## src/rtl/sprite_pkg.sv

```systemverilog
// Shared sprite types and geometry defaults; SPRITE_SCALE2X_EN selects 2x on-screen scaling.
// No logic, no latency, no flow control.
package sprite_pkg;

    localparam int SPR_W_DEF = 16;
    localparam int SPR_H_DEF = 16;

`ifdef SPRITE_SCALE2X_EN
    localparam int SPR_S  = 2;
    localparam int SPR_SH = 1;
`else
    localparam int SPR_S  = 1;
    localparam int SPR_SH = 0;
`endif

    typedef enum logic [1:0] {
        IDLE   = 2'd0,
        FETCH  = 2'd1,
        WAIT_X = 2'd2,
        SHIFT  = 2'd3
    } spr_state_t;

endpackage

```

## src/rtl/sprite_row_shifter.sv

```systemverilog
// Sprite row load/shift register with emitted-bit counter; SPRITE_SCALE2X_EN adds a 2-strobe hold.
// Latency: load and step take effect on the next edge; no backpressure, driven by the sequencer FSM.
module sprite_row_shifter
    import sprite_pkg::*;
#(
    parameter int SPR_W = SPR_W_DEF
) (
    input  logic             clk,
    input  logic             rst_n,
    input  logic             load_i,
    input  logic [SPR_W-1:0] data_i,
    input  logic             step_i,
    output logic             bit_o,
    output logic             done_o
);

    localparam int CW = $clog2(SPR_W + 1);

    logic [SPR_W-1:0] shreg_q, shreg_d;
    logic [CW-1:0]    cnt_q, cnt_d;
    logic             adv;

`ifdef SPRITE_SCALE2X_EN
    logic hold_q, hold_d;

    // Each bit is presented for two strobes; the shift happens on the second one.
    always_comb begin
        hold_d = hold_q;
        if (load_i) begin
            hold_d = 1'b0;
        end else if (step_i) begin
            hold_d = ~hold_q;
        end
    end

    always_ff @(posedge clk or negedge rst_n) begin
        if (!rst_n) begin
            hold_q <= 1'b0;
        end else begin
            hold_q <= hold_d;
        end
    end

    assign adv = step_i && hold_q;
`else
    assign adv = step_i;
`endif

    always_comb begin
        shreg_d = shreg_q;
        cnt_d   = cnt_q;
        if (load_i) begin
            shreg_d = data_i;
            cnt_d   = '0;
        end else if (adv) begin
            shreg_d = {shreg_q[SPR_W-2:0], 1'b0};
            cnt_d   = cnt_q + 1'b1;
        end
    end

    always_ff @(posedge clk or negedge rst_n) begin
        if (!rst_n) begin
            shreg_q <= '0;
            cnt_q   <= '0;
        end else begin
            shreg_q <= shreg_d;
            cnt_q   <= cnt_d;
        end
    end

    assign bit_o  = shreg_q[SPR_W-1];
    assign done_o = (cnt_q == CW'(SPR_W));

endmodule

```

## src/rtl/sprite_line_sequencer.sv

```systemverilog
// Per-scanline sprite ROM fetch and MSB-first pixel mask serialiser; SPRITE_SCALE2X_EN doubles size.
// Latency: pix_on lags its pix_en by one strobe; no backpressure, line_start aborts any line in flight.
module sprite_line_sequencer
    import sprite_pkg::*;
#(
    parameter int XW    = 10,
    parameter int YW    = 10,
    parameter int SPR_W = SPR_W_DEF,
    parameter int SPR_H = SPR_H_DEF
) (
    input  logic                     clk,
    input  logic                     rst_n,
    input  logic                     line_start,
    input  logic                     pix_en,
    input  logic [XW-1:0]            vga_x,
    input  logic [YW-1:0]            vga_y,
    input  logic                     spr_en,
    input  logic [XW-1:0]            spr_x,
    input  logic [YW-1:0]            spr_y,
    output logic [$clog2(SPR_H)-1:0] rom_addr,
    input  logic [SPR_W-1:0]         rom_data,
    output logic                     pix_on,
    output logic                     busy
);

    localparam int            AW   = $clog2(SPR_H);
    localparam logic [YW-1:0] SPAN = YW'(SPR_H * SPR_S);

    spr_state_t    state_q, state_d;
    logic [XW-1:0] latch_x_q, latch_x_d;
    logic [AW-1:0] rom_addr_q, rom_addr_d;
    logic          pix_on_q, pix_on_d;

    logic [YW-1:0] dy;
    logic          hit;
    logic          x_match;
    logic          sh_load, sh_step, sh_bit, sh_done;

    // The explicit >= guard keeps a sprite near the bottom from wrapping onto the top lines.
    assign dy      = vga_y - spr_y;
    assign hit     = spr_en && (vga_y >= spr_y) && (dy < SPAN);
    assign x_match = (vga_x == latch_x_q);

    sprite_row_shifter #(
        .SPR_W (SPR_W)
    ) u_shifter (
        .clk    (clk),
        .rst_n  (rst_n),
        .load_i (sh_load),
        .data_i (rom_data),
        .step_i (sh_step),
        .bit_o  (sh_bit),
        .done_o (sh_done)
    );

    always_ff @(posedge clk or negedge rst_n) begin
        if (!rst_n) begin
            state_q <= IDLE;
        end else begin
            state_q <= state_d;
        end
    end

    always_comb begin
        state_d = state_q;
        if (line_start) begin
            state_d = hit ? FETCH : IDLE;
        end else begin
            case (state_q)
                FETCH:   state_d = WAIT_X;
                WAIT_X:  if (pix_en && x_match) state_d = SHIFT;
                SHIFT:   if (pix_en && sh_done) state_d = IDLE;
                default: state_d = state_q;
            endcase
        end
    end

    always_comb begin
        latch_x_d  = latch_x_q;
        rom_addr_d = rom_addr_q;
        pix_on_d   = pix_on_q;
        sh_load    = 1'b0;
        sh_step    = 1'b0;
        if (line_start) begin
            latch_x_d = spr_x;
            pix_on_d  = 1'b0;
            if (hit) begin
                rom_addr_d = AW'(dy >> SPR_SH);
            end
        end else begin
            case (state_q)
                IDLE: begin
                    if (pix_en) pix_on_d = 1'b0;
                end
                FETCH: begin
                    sh_load = 1'b1;
                end
                WAIT_X: begin
                    if (pix_en) begin
                        pix_on_d = x_match ? sh_bit : 1'b0;
                        sh_step  = x_match;
                    end
                end
                SHIFT: begin
                    if (pix_en) begin
                        pix_on_d = sh_done ? 1'b0 : sh_bit;
                        sh_step  = !sh_done;
                    end
                end
                default: pix_on_d = 1'b0;
            endcase
        end
    end

    always_ff @(posedge clk or negedge rst_n) begin
        if (!rst_n) begin
            latch_x_q  <= '0;
            rom_addr_q <= '0;
            pix_on_q   <= 1'b0;
        end else begin
            latch_x_q  <= latch_x_d;
            rom_addr_q <= rom_addr_d;
            pix_on_q   <= pix_on_d;
        end
    end

    assign rom_addr = rom_addr_q;
    assign pix_on   = pix_on_q;
    assign busy     = (state_q != IDLE);

endmodule

```

## config.mk

```make
export PLATFORM = sky130hd
export DESIGN_NAME = sprite_line_sequencer
export DESIGN_NICKNAME = d
export VERILOG_FILES = /design/src/rtl/sprite_pkg.sv /design/src/rtl/sprite_row_shifter.sv /design/src/rtl/sprite_line_sequencer.sv
export SDC_FILE = /design/constraint.sdc
export NUM_CORES = 1
export LEC_CHECK = 0
export CORE_UTILIZATION = 53
export CTS_CLUSTER_DIAMETER = 40
export DETAILED_ROUTE_END_ITERATION = 6
export PLACE_DENSITY = 0.86
export RECOVER_POWER = 25
export SLEW_MARGIN = 20
export SYNTH_ARGS = -nofsm -noshare
export SYNTH_HDL_FRONTEND = slang
export SYNTH_SLANG_ARGS = --single-unit
```

## constraint.sdc

```tcl
create_clock -name clk -period 4.4 [get_ports clk]
set_input_delay 0.44 -clock clk [delete_from_list [all_inputs] [get_ports clk]]
set_output_delay 0.44 -clock clk [all_outputs]
set_load 0.05 [all_outputs]
```

Word-level counts from Yosys, hierarchy flattened
Cells that the tools add are included.
{ "totals": {"reg_bits": 38, "in_bits": 61, "out_inout_bits": 6} }
{ "op_classes": {"add_sub_neg": 2, "n_lt_le_gt_ge": 2, "eq_ne": 10, "muxes": 22, "n_reduce_logical": 13} }
{ "op_table": {"columns": ["cell", "count"], "rows": [
  ["two-way mux 16 bit", 2],
  ["!= test 3 bit, second input constant", 5],
  ["two-way mux 1 bit", 12],
  ["equality test 10 bit", 1],
  [">= comparator 10 bit", 1],
  ["less-than comparator 10 x 5 -> 1 bit, second input constant", 1],
  ["two-way mux 5 bit", 2],
  ["subtractor 10 bit", 1],
  ["nonzero test 4 bit", 2],
  ["two-way mux 2 bit", 3],
  ["case mux 2 bit (3 select lines)", 1],
  ["adder 5 x 1 -> 5 bit, second input constant", 1],
  ["equality test 5 bit, second input constant", 1],
  ["equality test 2 bit, second input constant", 2],
  ["logical AND 1 bit", 4],
  ["AND reduction 4 bit", 1],
  ["nonzero test 2 bit", 2],
  ["case mux 1 bit (3 select lines)", 1],
  ["AND reduction 3 bit", 1],
  ["equality test 2 x 1 -> 1 bit, second input constant", 1],
  ["zero test 2 bit", 1],
  ["case mux 1 bit (2 select lines)", 1],
  ["AND reduction 2 bit", 1],
  ["zero test 1 bit", 1]
]} }

Depth between registers and ports, before layout
Gate-level depths: netlist of run 1.
{ "depth": {"ltp_word": 7, "ltp_mapped": 10, "mapped_depth_nobuf": 10} }

By module
Synthesis of run 1 repeated with hierarchy kept, for this count alone.
{ "unflattened": {"hier_cells": 256, "area_unflattened_um2": 2527.4} }
{ "modules_own_cells": {"columns": ["mod", "instances", "cells_per_inst", "area_per_inst_um2", "seq_area_each_um2"], "rows": [
  ["sprite_line_sequencer", 1, 160, 1511.4, 425.4],
  ["sprite_row_shifter", 1, 96, 1016.0, 525.5]
]} }

Worst setup path before layout of run 1
OpenSTA, ideal clock, no wires.
{ "synth_path": {"kind": "in2reg", "from": "input vga_y[0]", "to": "register rom_addr_q[1] (netlist: rom_addr[1])", "setup_time_ns": 0.125, "arrival_ns": 2.291, "required_ns": 4.275, "setup_slack_ns": 1.984, "stages": 10, "cell_sequence": "inv_1 -> ha_1 -> inv_1 -> fa_1 -> a21o_1 -> a221oi_2 -> nor2_1 -> nor3_4 -> nand4_4 -> mux2_4"} }
{ "synth_between": {"elab_chain_cells": 4, "elab_cells_between_ends": 6, "cone_classes": "add/sub (1); order compare (2); reduce/logical (3)"} }
{ "synth_lines": {"columns": ["element", "line_no", "rtl"], "rows": [
  ["from (decl)", "sprite_line_sequencer.sv:16", "input logic [YW-1:0] vga_y,"],
  ["subtractor 10 bit or >= comparator 10 bit (tied branches)", "sprite_line_sequencer.sv:40, sprite_line_sequencer.sv:41", null],
  ["less-than comparator 10 x 5 -> 1 bit or logical AND 1 bit (tied branches)", "sprite_line_sequencer.sv:41", "assign hit = spr_en && (vga_y >= spr_y) && (dy < SPAN);"],
  ["logical AND 1 bit", "sprite_line_sequencer.sv:41", null],
  ["AND reduction 2 bit (no line)", null, null],
  ["to (signal assigned)", "sprite_line_sequencer.sv:122", "rom_addr_q <= rom_addr_d;"],
  ["to (decl)", "sprite_line_sequencer.sv:31", "logic [AW-1:0] rom_addr_q, rom_addr_d;"]
]} }
Several ways; a longest one is shown, not always the timed one.
A chain may end at the register's enable or synchronous reset.

Worst setup path after layout of run 1
{ "layout_path": {"from": "input spr_y[0]", "to": "register rom_addr_q[3] (netlist: rom_addr[3])"} }
{ "layout_between": {"elab_chain_cells": 4, "elab_cells_between_ends": 6, "cone_classes": "add/sub (1); order compare (2); reduce/logical (3)"} }
{ "layout_lines": {"columns": ["element", "line_no", "rtl"], "rows": [
  ["from (decl)", "sprite_line_sequencer.sv:19", "input logic [YW-1:0] spr_y,"],
  ["subtractor 10 bit or >= comparator 10 bit (tied branches)", "sprite_line_sequencer.sv:40, sprite_line_sequencer.sv:41", null],
  ["less-than comparator 10 x 5 -> 1 bit or logical AND 1 bit (tied branches)", "sprite_line_sequencer.sv:41", null],
  ["logical AND 1 bit", "sprite_line_sequencer.sv:41", null],
  ["AND reduction 2 bit (no line)", null, null]
]} }
Several ways; a longest one is shown, not always the timed one.

==> results of run 1 <==
[state kept, by name, indices dropped and copies added, names as in the netlist]
| register | flops |
|---|---|
| latch_x_q | 10 |
| pix_on | 1 |
| rom_addr | 4 |
| state_q | 2 |
| u_shifter.cnt_q | 5 |
| u_shifter.shreg_q | 16 |
[worst max path at each step]
stage,from,to,slack (ns),cells past startpoint
after CTS,spr_y[0],rom_addr[3],1.69,10
final,spr_y[0],rom_addr[3],1.68,10
after floorplan,vga_y[0],rom_addr[1],1.98,10
after detailed placement,spr_y[0],rom_addr[3],1.38,10
after global routing,vga_y[0],rom_addr[3],1.59,11
after global placement,spr_y[0],rom_addr[3],1.45,10
[worst max-delay path, delay by kind of cell]
family	cells	cell delay, ns
compound gates	2	0.56
simple gates	3	0.50
mux	1	0.33
fa+ha+maj	2	0.56
buf+inv	2	0.52
[layout by cell type, fill, tap and decap left out, types with 6 or more instances in the layout]
cell	instances
sky130_fd_sc_hd__ha_1	16
sky130_fd_sc_hd__inv_1	21
sky130_fd_sc_hd__mux2_2	11
sky130_fd_sc_hd__clkdlybuf4s50_1	65
sky130_fd_sc_hd__o21ai_0	11
sky130_fd_sc_hd__xor2_1	11
sky130_fd_sc_hd__o21ai_1	8
sky130_fd_sc_hd__dfrtp_1	38
sky130_fd_sc_hd__a21oi_1	7
sky130_fd_sc_hd__nand2_1	21
sky130_fd_sc_hd__clkbuf_8	6
sky130_fd_sc_hd__nor2_1	13
sky130_fd_sc_hd__xnor2_1	6
sky130_fd_sc_hd__mux2i_1	16
[routing by layer]
metal | wire, um | global-route usage
met5 | 0 | 0
met4 | 88 | 0.08497
met3 | 250 | 0.04167
met2 | 2671 | 0.3894
met1 | 2241 | 0.2500
[logic make-up (layout without fill, tap and decap cells)]
family	count (synthesis)	count (layout)	share of synthesized area
simple gates	62	62	0.1559
mux	30	30	0.1261
compound gates	58	58	0.1588
fa+ha+maj	17	17	0.08441
flops	38	38	0.3645
buf+inv	30	96	0.04700
xor+xnor	18	18	0.06331
[where the power goes]
group | internal [mW] | total [mW] | leakage, nW | switching (mW)
Combinational | 0.233 | 0.501 | 0.898 | 0.268
Sequential | 0.446 | 0.505 | 0.477 | 0.0597
Clock | 0.242 | 0.364 | 0.0714 | 0.122
Total | 0.920 | 1.37 | 1.45 | 0.450
[synthesized netlist by cell type (4+ instances only)]
| master | number | area share |
|---|---|---|
| sky130_fd_sc_hd__a21oi_1 | 7 | 0.013 |
| sky130_fd_sc_hd__inv_1 | 21 | 0.030 |
| sky130_fd_sc_hd__a211oi_1 | 4 | 0.012 |
| sky130_fd_sc_hd__nor2b_1 | 4 | 0.0096 |
| sky130_fd_sc_hd__o21ai_1 | 8 | 0.015 |
| sky130_fd_sc_hd__nand2_1 | 21 | 0.030 |
| sky130_fd_sc_hd__nor2_1 | 13 | 0.019 |
| sky130_fd_sc_hd__ha_1 | 16 | 0.077 |
| sky130_fd_sc_hd__dfrtp_1 | 38 | 0.36 |
| sky130_fd_sc_hd__mux2i_1 | 16 | 0.061 |
| sky130_fd_sc_hd__nand3_1 | 4 | 0.0077 |
| sky130_fd_sc_hd__xnor2_1 | 6 | 0.020 |
| sky130_fd_sc_hd__mux2_2 | 11 | 0.047 |
| sky130_fd_sc_hd__o21ai_0 | 11 | 0.021 |
| sky130_fd_sc_hd__clkbuf_1 | 5 | 0.0072 |
| sky130_fd_sc_hd__a21o_1 | 4 | 0.012 |
| sky130_fd_sc_hd__xor2_1 | 11 | 0.037 |
[per-stage QoR]
| step | area (um^2) | std cells | worst slack [ns] | utilization |
|---|---|---|---|---|
| detailed placement | 3314 | 378 | 1.384 | 0.7017 |
| floorplan | 2609 | 253 | 1.984 | - |
| finish | 3456 | 386 | 1.678 | 0.7317 |
| CTS | 3457 | 386 | 1.688 | 0.7319 |
| global route | 3456 | 386 | 1.594 | 0.7317 |
| global placement | 3314 | 378 | 1.449 | 0.7017 |
[area by class of cell]
cell class | count | area (um^2) | share of cell area
Clock inverter | 2 | 60.06 | 0.01738
Clock buffer | 6 | 82.58 | 0.02390
Multi-Input combinational cell | 185 | 1538 | 0.4450
Tap cell | 67 | 83.83 | 0.02426
Sequential cell | 38 | 950.9 | 0.2752
Inverter | 21 | 78.83 | 0.02281
Timing Repair Buffer | 67 | 661.9 | 0.1915
==> results.txt, run 1 <==
The cell area that synthesis handed to floorplanning was 2609 um^2. The checks that failed: capacitance limit, slew limit. The total of fill cells in the finished design was 347; the ratio of cells with drive above 1 in the final layout was 0.1254.

For hold timing, the worst endpoint is rom_addr[1]. For the setup TNS, the log shows 0 ns. TritonCTS built the clock tree. The fraction of registers with async set/reset works out to 1.000. The pre-antenna-repair detailed-routing pass consisted of 4 iterations. Once detail routing completed, the nets flagged for antenna violations numbered 0. For the number of setup violations in the final report, the log shows 0.

For this run, the leading register cell type out of synthesis is sky130_fd_sc_hd__dfrtp_1. The post-synthesis sequential area ratio is 0.3645. In the routed layout, each cell is associated on average with a via count of 5.435.

For the clock buffer count from CTS, the log shows 5. The worst register-to-register path begins at u_shifter.cnt_q[0]. The worst hold path class is flip-flop to flip-flop.

After layout, the design draws a total of 1.370 mW. The effective utilization at floorplan is 0.5523, and the longest individual stage delay on the worst path is 0.46 ns. For the worst slew margin relative to its limit, the log shows -0.3099. The flow ran to the end, but the final reports show violations. For the number of diodes, the log shows 0. The total area inside the core boundary comes to 4723 um^2. STA classifies the critical path startpoint as a primary input. Global-route usage over all layers: 0.2154. The tools report the via count of the first global-routing pass as 2014. The arrival time reported for the critical path endpoint was 2.90 ns. The wire length per cell after detailed routing is 13.61 um.

The number of buffers inserted to repair setup after CTS is 0. The endpoint identified for the worst register-to-register timing path is u_shifter.shreg_q[2]. In the synthesized netlist, the number of instances is 253. Measured along the y axis, the die boundary spans 72.16 um. The first global-routing pass estimated 8707 um of wire.

Summed over all nets, the half-perimeter wirelength after detailed placement is 4057 um. The logs give 0.1846 mV for the worst IR drop on VDD and 2.29 ns for the register-to-register path setup slack. In this run, synthesis produced a sequential element count of 38. Number of nets in the synthesized netlist: 331. The tools report the maximum count of clock buffers along a single path as 2. The startpoint identified for the worst hold timing path is rom_addr[1].

The die is 72.16 um wide. The endpoint type of the worst setup path was a flip-flop. The smallest clock period supported by the final layout is computed as 2.722 ns.

For the pin with the worst max-slew slack, the measured transition is 1.965 ns. After clock tree synthesis, the repair step resized 0 gates. The run gives 0 as the count of hold-fix buffers inserted at cts. The CTS clock-pin slew for the worst setup and hold paths works out to 0.07 ns. The routed layout has 2098 vias.

The synthesized netlist contains 53 unique library cells. The static leakage power was 1.447 nW. For the global route total overflow, the log shows 0.

Setup repair after global routing left no endpoint under its margin. The initialized floorplan defines 25 standard-cell rows. Final hold analysis gives a worst-case slack of 0.5265 ns.

The number of max-cap violations is 1. Dividing the synthesized area by the synthesized cell count gives 10.31 um^2. The final-report hold violation count is 0, and the final-stage net count is 396.

The first routing iteration left 91 violations. The tree is rooted in a sky130_fd_sc_hd__clkbuf_8. The depth of the worst register-to-register path is 8, and the critical-path maximum fanout is 5. For the number of antenna violations at the first check in global routing, the log shows 0.

Pin count of the biggest net entering global routing: 39. The clock sink total is 38, and the share of the clock period used by the worst path after layout is 0.6186. Among all stages on the critical path, the largest delay is contributed by sky130_fd_sc_hd__clkdlybuf4s50_1. From synthesis to final layout, the design area changed by 32.47%. The clock latency at the later pin of the worst-skew pair is 0.29 ns, and the power density over the cells is 396.5 nW/um^2. Walking the worst path, the cells encountered are clkdlybuf4s50_1, ha_1, inv_1, fa_1, a21o_1, a221oi_2, nor2_1, nor3_4, nand4_4, mux2_4. The count of H-tree levels built during CTS was 2.

The worst setup path is of the primary input to flip-flop kind. The tools report the maximum clock rate as 0.3674 GHz. At the worst endpoint, the required time is 4.58 ns. The placer's final routability congestion estimate came out at 0.8450. The die covers 5207 um^2. The count of cells along the worst hold path came out at 1.

After detailed routing, the number of remaining DRC violations is 0. The worst clock skew is 0.009189 ns. 67 I/O pins were placed. The total number of yosys warnings was 0; the number of synthesized flops with an enable pin was 0. The count of final max-slew check failures is 39.

The post-detailed-routing wire length is 5252 um, and the count of buffers from port buffering is 66.
Power figures use the tool's default switching activity.
==> inputs of run 2 (changes only) <==
Settings changed: CORE_UTILIZATION 53 to 49, PLACE_DENSITY 0.86 to 0.8.
Clock period 4.4 ns to 2.8 ns, I/O delays scaled along.
==> run 2 against run 1 <==
The flow still finishes with violations (capacitance limit, slew limit); utilization is 5.9 points lower; worst hold slack worse by 0.0060 ns; non-clock buffer count is 3 higher; cell count is 1.6% higher; combinational power is 56% higher; largest power group unchanged; highest routed layer unchanged.
==> results.txt, run 2 (synthesis results as in run 1) <==
The run gives 39 (unchanged) as the pin count of the biggest net entering global routing. The share of the clock period used by the worst path after layout was 0.8801. The remaining design rule violation count came out at 0 (unchanged).

The count of H-tree levels built during CTS is 2 (unchanged). Based on the critical path, the design can be clocked at up to 0.4058 GHz. For the clock sink total, the log shows 38 (unchanged). The final period demand of the worst path came out at 2.464 ns.

TritonCTS built the clock tree. The amount of wire on met3 after detailed routing came out at 170 um (was 250 um). Launching element type of the critical path: a primary input (unchanged). The tools report the HPWL reported at the end of detailed placement as 3904 um (was 4057 um).

The run gives 1.436 nW (was 1.447 nW) as the static leakage power. Number of setup violations in the final report: 0 (unchanged). Count of final max-slew check failures: 39 (unchanged).

The tools report the final-report hold violation count as 0 (unchanged). The run finished, with violations left. The floorplan die width is 74.97 um (was 72.16 um).

Final-layout worst hold slack: 0.5206 ns (was 0.5265 ns). The die height was 74.97 um (was 72.16 um). The count of antenna-violating nets left after detailed routing is 0 (unchanged), and the post-detailed-routing wire length is 5054 um (was 5252 um). The worst-margin pin slew works out to 1.978 ns (was 1.965 ns). Placer's final routability congestion estimate: 0.8286 (was 0.8450). Top Registers: u_shifter.shreg_q x16, latch_x_q x10, u_shifter.cnt_q x5 (unchanged). The clock buffer count from CTS came out at 5 (unchanged).

The routed via count divided by cell count was 5.219 (was 5.435). The clock root buffer was sky130_fd_sc_hd__clkbuf_8 (unchanged). For the total routed wire length on the met1 layer, the log shows 2208 um (was 2241 um). Violated checks: capacitance limit, slew limit (unchanged). The endpoint type of the worst setup path is a flip-flop (unchanged). The ratio of cells with drive above 1 in the final layout is 0.1335 (was 0.1254). The total core area came out at 5107 um^2 (was 4723 um^2).

Commonest non-fill, non-tap cells in the layout: sky130_fd_sc_hd__clkdlybuf4s50_1 (65), sky130_fd_sc_hd__dfrtp_1 (38), sky130_fd_sc_hd__inv_1 (21), sky130_fd_sc_hd__nand2_1 (21) (unchanged). The number of flip-flops in the largest register is 16 (unchanged), and the setup TNS is 0 ns (unchanged). The most common cell after layout, fill and taps aside is sky130_fd_sc_hd__clkdlybuf4s50_1 (unchanged). The number of max-cap violations was 1 (unchanged); the final-stage net count was 399 (was 396).

The count of buffers from port buffering is 66 (unchanged). The run gives 0 (unchanged) as the number of diodes. Classification of the worst setup path: primary input to flip-flop (unchanged).

The global-route wire length before repair was 8418 um (was 8707 um); the number of antenna violations at the first check in global routing was 0 (unchanged). The arrival time reported for the critical path endpoint was 2.65 ns (was 2.90 ns). The wire length per cell after detailed routing is 12.89 um (was 13.61 um). The via count came out at 2046 (was 2098). Setup repair after global routing left no endpoint under its margin. The critical-path maximum fanout was 4 (was 5). The die area was 5620 um^2 (was 5207 um^2). The number of detailed-route iterations in the first pass is 4 (unchanged). For the number of cell rows, the log shows 26 (was 25).

For the worst endpoint required time, the log shows 2.98 ns (was 4.58 ns). Maximum count of clock buffers along a single path: 2 (unchanged). The number of buffers inserted to repair setup after CTS is 0 (unchanged). The via count of the first global-routing pass is 2005 (was 2014), and the met2 routed wirelength is 2576 um (was 2671 um). The global route total overflow is 0 (unchanged). The CTS clock-pin slew for the worst setup and hold paths is 0.07 ns (about the same), and the post-cts gate resize count is 0 (unchanged).

The clock latency at the later pin of the worst-skew pair was 0.29 ns (about the same). Number of violations reported at the end of detailed-routing iteration 0: 78 (was 91). The global-route usage over all layers is 0.1989 (was 0.2154), and the signed area change from the synthesized netlist to the final layout is 31.65% (was 32.47%).

The run gives 0.5108 (was 0.5523) as the effective utilization at floorplan. The worst hold path class was primary input to flip-flop (was flip-flop to flip-flop). The count of hold-fix buffers inserted at cts is 0 (unchanged), and the power density over the cells is 570.6 nW/um^2 (was 396.5 nW/um^2).

Worst slew margin relative to its limit: -0.3189 (was -0.3099). Worst IR drop on VDD: 0.3396 mV (was 0.1846 mV). The number of ports placed on the die boundary is 67 (unchanged). The worst clock skew is 0.005372 ns (was 0.009189 ns). The top metal layer carrying routed signals is met4 (unchanged). The overall power consumption was 1.960 mW (was 1.370 mW). Register bank with the most flops: u_shifter.shreg_q (unchanged).
[run 2: cell types whose count changed in the layout (fill, tap and decap cells not counted)]
cell / previous run / this run
sky130_fd_sc_hd__buf_4: 1 / 4
sky130_fd_sc_hd__bufinv_16: 2 / 0
sky130_fd_sc_hd__clkinv_2: 0 / 1
sky130_fd_sc_hd__clkinvlp_4: 0 / 1
[run 2: path summary, 6_finish.rpt]
| check | start | to | slack (ns) | depth (start not counted) |
|---|---|---|---|---|
| min in group asynchronous | rst_n | latch_x_q[8] | 0.54 | 1 |
| worst min-delay path | rom_data[8] | u_shifter.shreg_q[8] | 0.52 | 3 |
| max in group asynchronous | rst_n | state_q[1] | 1.13 | 1 |
| worst max-delay path | vga_y[0] | rom_addr[1] | 0.34 | 11 |
| worst max register to register | u_shifter.cnt_q[0] | u_shifter.shreg_q[2] | 0.68 | 8 |
| worst min register to register | rom_addr[3] | rom_addr[3] | 0.53 | 1 |
[run 2: worst max-delay path: stages]
cell	delay, ns
sky130_fd_sc_hd__clkdlybuf4s50_1	0.40
sky130_fd_sc_hd__inv_1	0.06
sky130_fd_sc_hd__ha_1	0.15
sky130_fd_sc_hd__inv_1	0.05
sky130_fd_sc_hd__fa_1	0.39
sky130_fd_sc_hd__a21o_1	0.23
sky130_fd_sc_hd__a221oi_2	0.28
sky130_fd_sc_hd__a21oi_2	0.13
sky130_fd_sc_hd__xnor2_2	0.19
sky130_fd_sc_hd__nand4_4	0.16
sky130_fd_sc_hd__mux2_4	0.32
[run 2: layout make-up]
class / instances / area (um^2)
flip-flops and latches: 38 / 950.9
repair buffers: 70 / 684.4
well taps: 70 / 87.58
inverters: 21 / 78.83
clock inverters: 2 / 12.51
multi-input cells: 185 / 1538
fillers: 408 / 1673
clock buffers: 6 / 82.58
[run 2: per-stage QoR]
| step | setup WS (ns) | util | instances | area [um^2] |
|---|---|---|---|---|
| after floorplan | 0.5443 | - | 253 | 2609 |
| after global placement | 0.06178 | 0.6541 | 384 | 3341 |
| after detailed placement | 0.02649 | 0.6541 | 384 | 3341 |
| after CTS | 0.3287 | 0.6727 | 392 | 3436 |
| after global routing | 0.2032 | 0.6725 | 392 | 3435 |
| final | 0.3356 | 0.6725 | 392 | 3435 |
[run 2: routing by layer]
layer,vias up,global-route usage
met2,40,0.3564
met5,-,0
met3,9,0.04819
li1,1038,-
met1,959,0.2292
met4,0,0.07547
[run 2: report_power, final]
part | switching, mW | internal, mW
clock network | 0.191 | 0.198
logic | 0.417 | 0.366
registers | 0.0886 | 0.700
total | 0.696 | 1.26
==> inputs of run 3 (changes only) <==
Settings changed: CORE_UTILIZATION 49 to 45, PLACE_DENSITY 0.8 to 0.77.
Clock period 2.8 ns to 2.2 ns, I/O delays scaled along.
==> run 3 against run 2 <==
The run still ends with capacitance limit, slew limit left; critical path type unchanged; critical path depth fell by 2; cell area is 15% higher; cell count increased by 8.4%; clock-buffer cell count increased by 1; clock skew about the same; power grew 41%; global-route usage grew 1.3 points; largest power group is now combinational logic.
==> results.txt, run 3 (synthesis results as in run 1) <==
The signed area change from the synthesized netlist to the final layout came out at 50.98% (was 31.65%). The final-report hold violation count was 0 (unchanged); the number of max-cap violations was 1 (unchanged). Ratio of cells with drive above 1 in the final layout: 0.3003 (was 0.1335). The run gives 2 (unchanged) as the count of H-tree levels built during CTS. The HPWL reported at the end of detailed placement was 4474 um (was 3904 um). The clock buffer count from CTS is 5 (unchanged). The most common cell after layout, fill and taps aside is sky130_fd_sc_hd__clkdlybuf4s50_1 (unchanged). The cell family with the largest share of critical-path delay was buffers and inverters (was compound AO/OA/AOI/OAI gates). The remaining design rule violation count was 0 (unchanged); the total core area was 5540 um^2 (was 5107 um^2). The tools report the number of cell rows as 27 (was 26). The number of violations reported at the end of detailed-routing iteration 0 is 88 (was 78). The cell area after layout was 3939 um^2 (was 3435 um^2). Maximum count of clock buffers along a single path: 2 (unchanged). The pin count of the biggest net entering global routing is 39 (unchanged). The arrival time reported for the critical path endpoint came out at 2.33 ns (was 2.65 ns). The tools report the endpoint type of the worst setup path as a flip-flop (unchanged).

The run gives 0 (unchanged) as the global route total overflow. CTS clock-pin slew for the worst setup and hold paths: 0.07 ns (about the same). The tools report the effective utilization at floorplan as 0.4709 (was 0.5108). The tools report the number of antenna violations at the first check in global routing as 0 (unchanged). The flow ran to the end, but the final reports show violations.

The number of detailed-route iterations in the first pass was 5 (was 4); the die height was 78.14 um (was 74.97 um). The final core area utilization is 0.7109 (was 0.6725). The longest individual stage delay on the worst path is 0.47 ns (was 0.40 ns), and the count of buffers from port buffering is 66 (unchanged). The worst clock skew was 0.005729 ns (was 0.005372 ns).

TritonCTS built the clock tree. The classification of the worst setup path is primary input to flip-flop (unchanged). Critical-path cell with the highest stage delay: sky130_fd_sc_hd__clkdlybuf4s50_1 (unchanged). For the via count of the first global-routing pass, the log shows 2372 (was 2005).

The critical path buffer and inverter count is 3 (unchanged), and the die area is 6106 um^2 (was 5620 um^2). The logs give 3546 um^2 (was 3341 um^2) for the area after detailed placement and 0.03739 ns (was 0.3356 ns) for the final worst slack. The run gives 6432 um (was 5054 um) as the post-detailed-routing wire length. The logs give 2.765 mW (was 1.960 mW) for the overall power consumption and 0.8615 (was 0.8286) for the placer's final routability congestion estimate. The tools report the worst slew margin relative to its limit as -0.2686 (was -0.3189). Worst hold path class: primary input to flip-flop (unchanged). The global-route wire length before repair is 10160 um (was 8418 um), and the count of antenna-violating nets left after detailed routing is 0 (unchanged). For the worst IR drop on VDD, the log shows 0.5497 mV (was 0.3396 mV).

The worst endpoint required time was 2.37 ns (was 2.98 ns); the final-stage net count was 430 (was 399). The routed via count divided by cell count was 5.339 (was 5.219). The share of the clock period used by the worst path after layout is 0.9830, and the worst-margin pin slew is 1.903 ns (was 1.978 ns).

The launching element type of the critical path was a primary input (unchanged). The setup TNS is 0 ns (unchanged), and the final period demand of the worst path is 2.163 ns. The tools report the clock root buffer as sky130_fd_sc_hd__clkbuf_8 (unchanged). Clock latency at the later pin of the worst-skew pair: 0.29 ns (about the same). The power density over the cells came out at 701.9 nW/um^2 (was 570.6 nW/um^2).

The clock sink total came out at 38 (unchanged). The number of flip-flops in the largest register is 16 (unchanged), and the floorplan die width is 78.14 um (was 74.97 um). The run gives 67 (unchanged) as the number of ports placed on the die boundary. Violated checks: capacitance limit, slew limit (unchanged).

For the number of diodes, the log shows 0 (unchanged). Top Registers: u_shifter.shreg_q x16, latch_x_q x10, u_shifter.cnt_q x5 (unchanged). For the via count, the log shows 2269 (was 2046). Commonest non-fill, non-tap cells in the layout: sky130_fd_sc_hd__clkdlybuf4s50_1 (55), sky130_fd_sc_hd__dfrtp_1 (38), sky130_fd_sc_hd__buf_4 (34) (was sky130_fd_sc_hd__clkdlybuf4s50_1 (65), sky130_fd_sc_hd__dfrtp_1 (38), sky130_fd_sc_hd__inv_1 (21), sky130_fd_sc_hd__nand2_1 (21)). The number of setup violations in the final report came out at 0 (unchanged). Worst path cell trace: clkdlybuf4s50_1, inv_1, ha_4, buf_4, a2bb2oi_2, o2111ai_2, nor4_4, nand4_4, mux2_4 (was clkdlybuf4s50_1, inv_1, ha_1, inv_1, fa_1, a21o_1, a221oi_2, a21oi_2, xnor2_2, nand4_4, mux2_4). The global-route usage over all layers was 0.2123 (was 0.1989); the critical-path maximum fanout was 6 (was 4). The wire length per cell after detailed routing works out to 15.13 um (was 12.89 um). The count of final max-slew check failures was 39 (unchanged); the static leakage power was 1.674 nW (was 1.436 nW). The setup slack after placement came out at -0.5656 ns (was 0.02649 ns). The register bank with the most flops was u_shifter.shreg_q (unchanged).

Static timing analysis puts the maximum clock frequency at 0.4624 GHz.
==> run 3: changes by cell type in the layout (fill, tap and decap cells not counted), sizes merged <==
cell,delta
clkdlybuf4s50,-10
dlymetal6s2s,+5
clkinvlp,-1
clkbuf,+1
dlygate4sd2,+3
bufinv,+1
clkinv,-1
buf,+33
==> run 3: path summary, 6_finish.rpt <==
kind | start | endpoint | slack (ns) | cells after the start
setup / recovery | spr_y[7] | rom_addr[1] | 0.04 | 9
hold / removal | spr_y[0] | rom_addr[0] | 0.26 | 3
setup reg to reg | state_q[0] | u_shifter.cnt_q[2] | 0.11 | 7
hold reg to reg | rom_addr[2] | rom_addr[2] | 0.53 | 1
max in group asynchronous | rst_n | latch_x_q[9] | 0.65 | 1
min in group asynchronous | rst_n | latch_x_q[5] | 0.46 | 1
==> run 3: area by class of cell <==
class                           instances  area (um^2)
Clock inverter                          1        30.03
Fill cell                             406         1602
Tap cell                               72        90.09
Sequential cell                        38        950.9
Timing Repair Buffer                  101        919.6
Clock buffer                            7        76.32
Inverter                               21        78.83
Multi-Input combinational cell        185         1793
==> run 3: worst min-delay path: stages <==
cell	delay, ns
sky130_fd_sc_hd__buf_2	0.10
sky130_fd_sc_hd__ha_4	0.13
sky130_fd_sc_hd__mux2i_1	0.06
==> run 3: power by group <==
| group | switching [mW] | leakage, nW | internal [mW] |
|---|---|---|---|
| Clock | 0.227 | 0.0524 | 0.339 |
| Sequential | 0.116 | 0.477 | 0.892 |
| Combinational | 0.620 | 1.14 | 0.571 |
==> run 3: timing repair <==
action / in CTS / in global routing
pin swaps: 14 / 20
setup buffers: 1 / 3
resized for setup: 33 / 30
endpoints found under the setup margin: 5 / 20
hold buffers: 0 / 0
==> run 3: routing by layer <==
metal | vias up | track usage | part of all wire
li1 | 1098 | - | -
met1 | 1097 | 0.2238 | 0.40
met2 | 59 | 0.4079 | 0.55
met3 | 15 | 0.03488 | 0.029
met4 | 0 | 0.09630 | 0.023
met5 | - | 0 | 0
==> run 3: stage by stage <==
step / hold slack [ns] / std cells
final: 0.2611 / 425
after global routing: 0.2683 / 425
after CTS: 0.05147 / 422
after detailed placement: 0.3591 / 413
after global placement: 0.3484 / 413
after floorplan: -0.07559 / 253
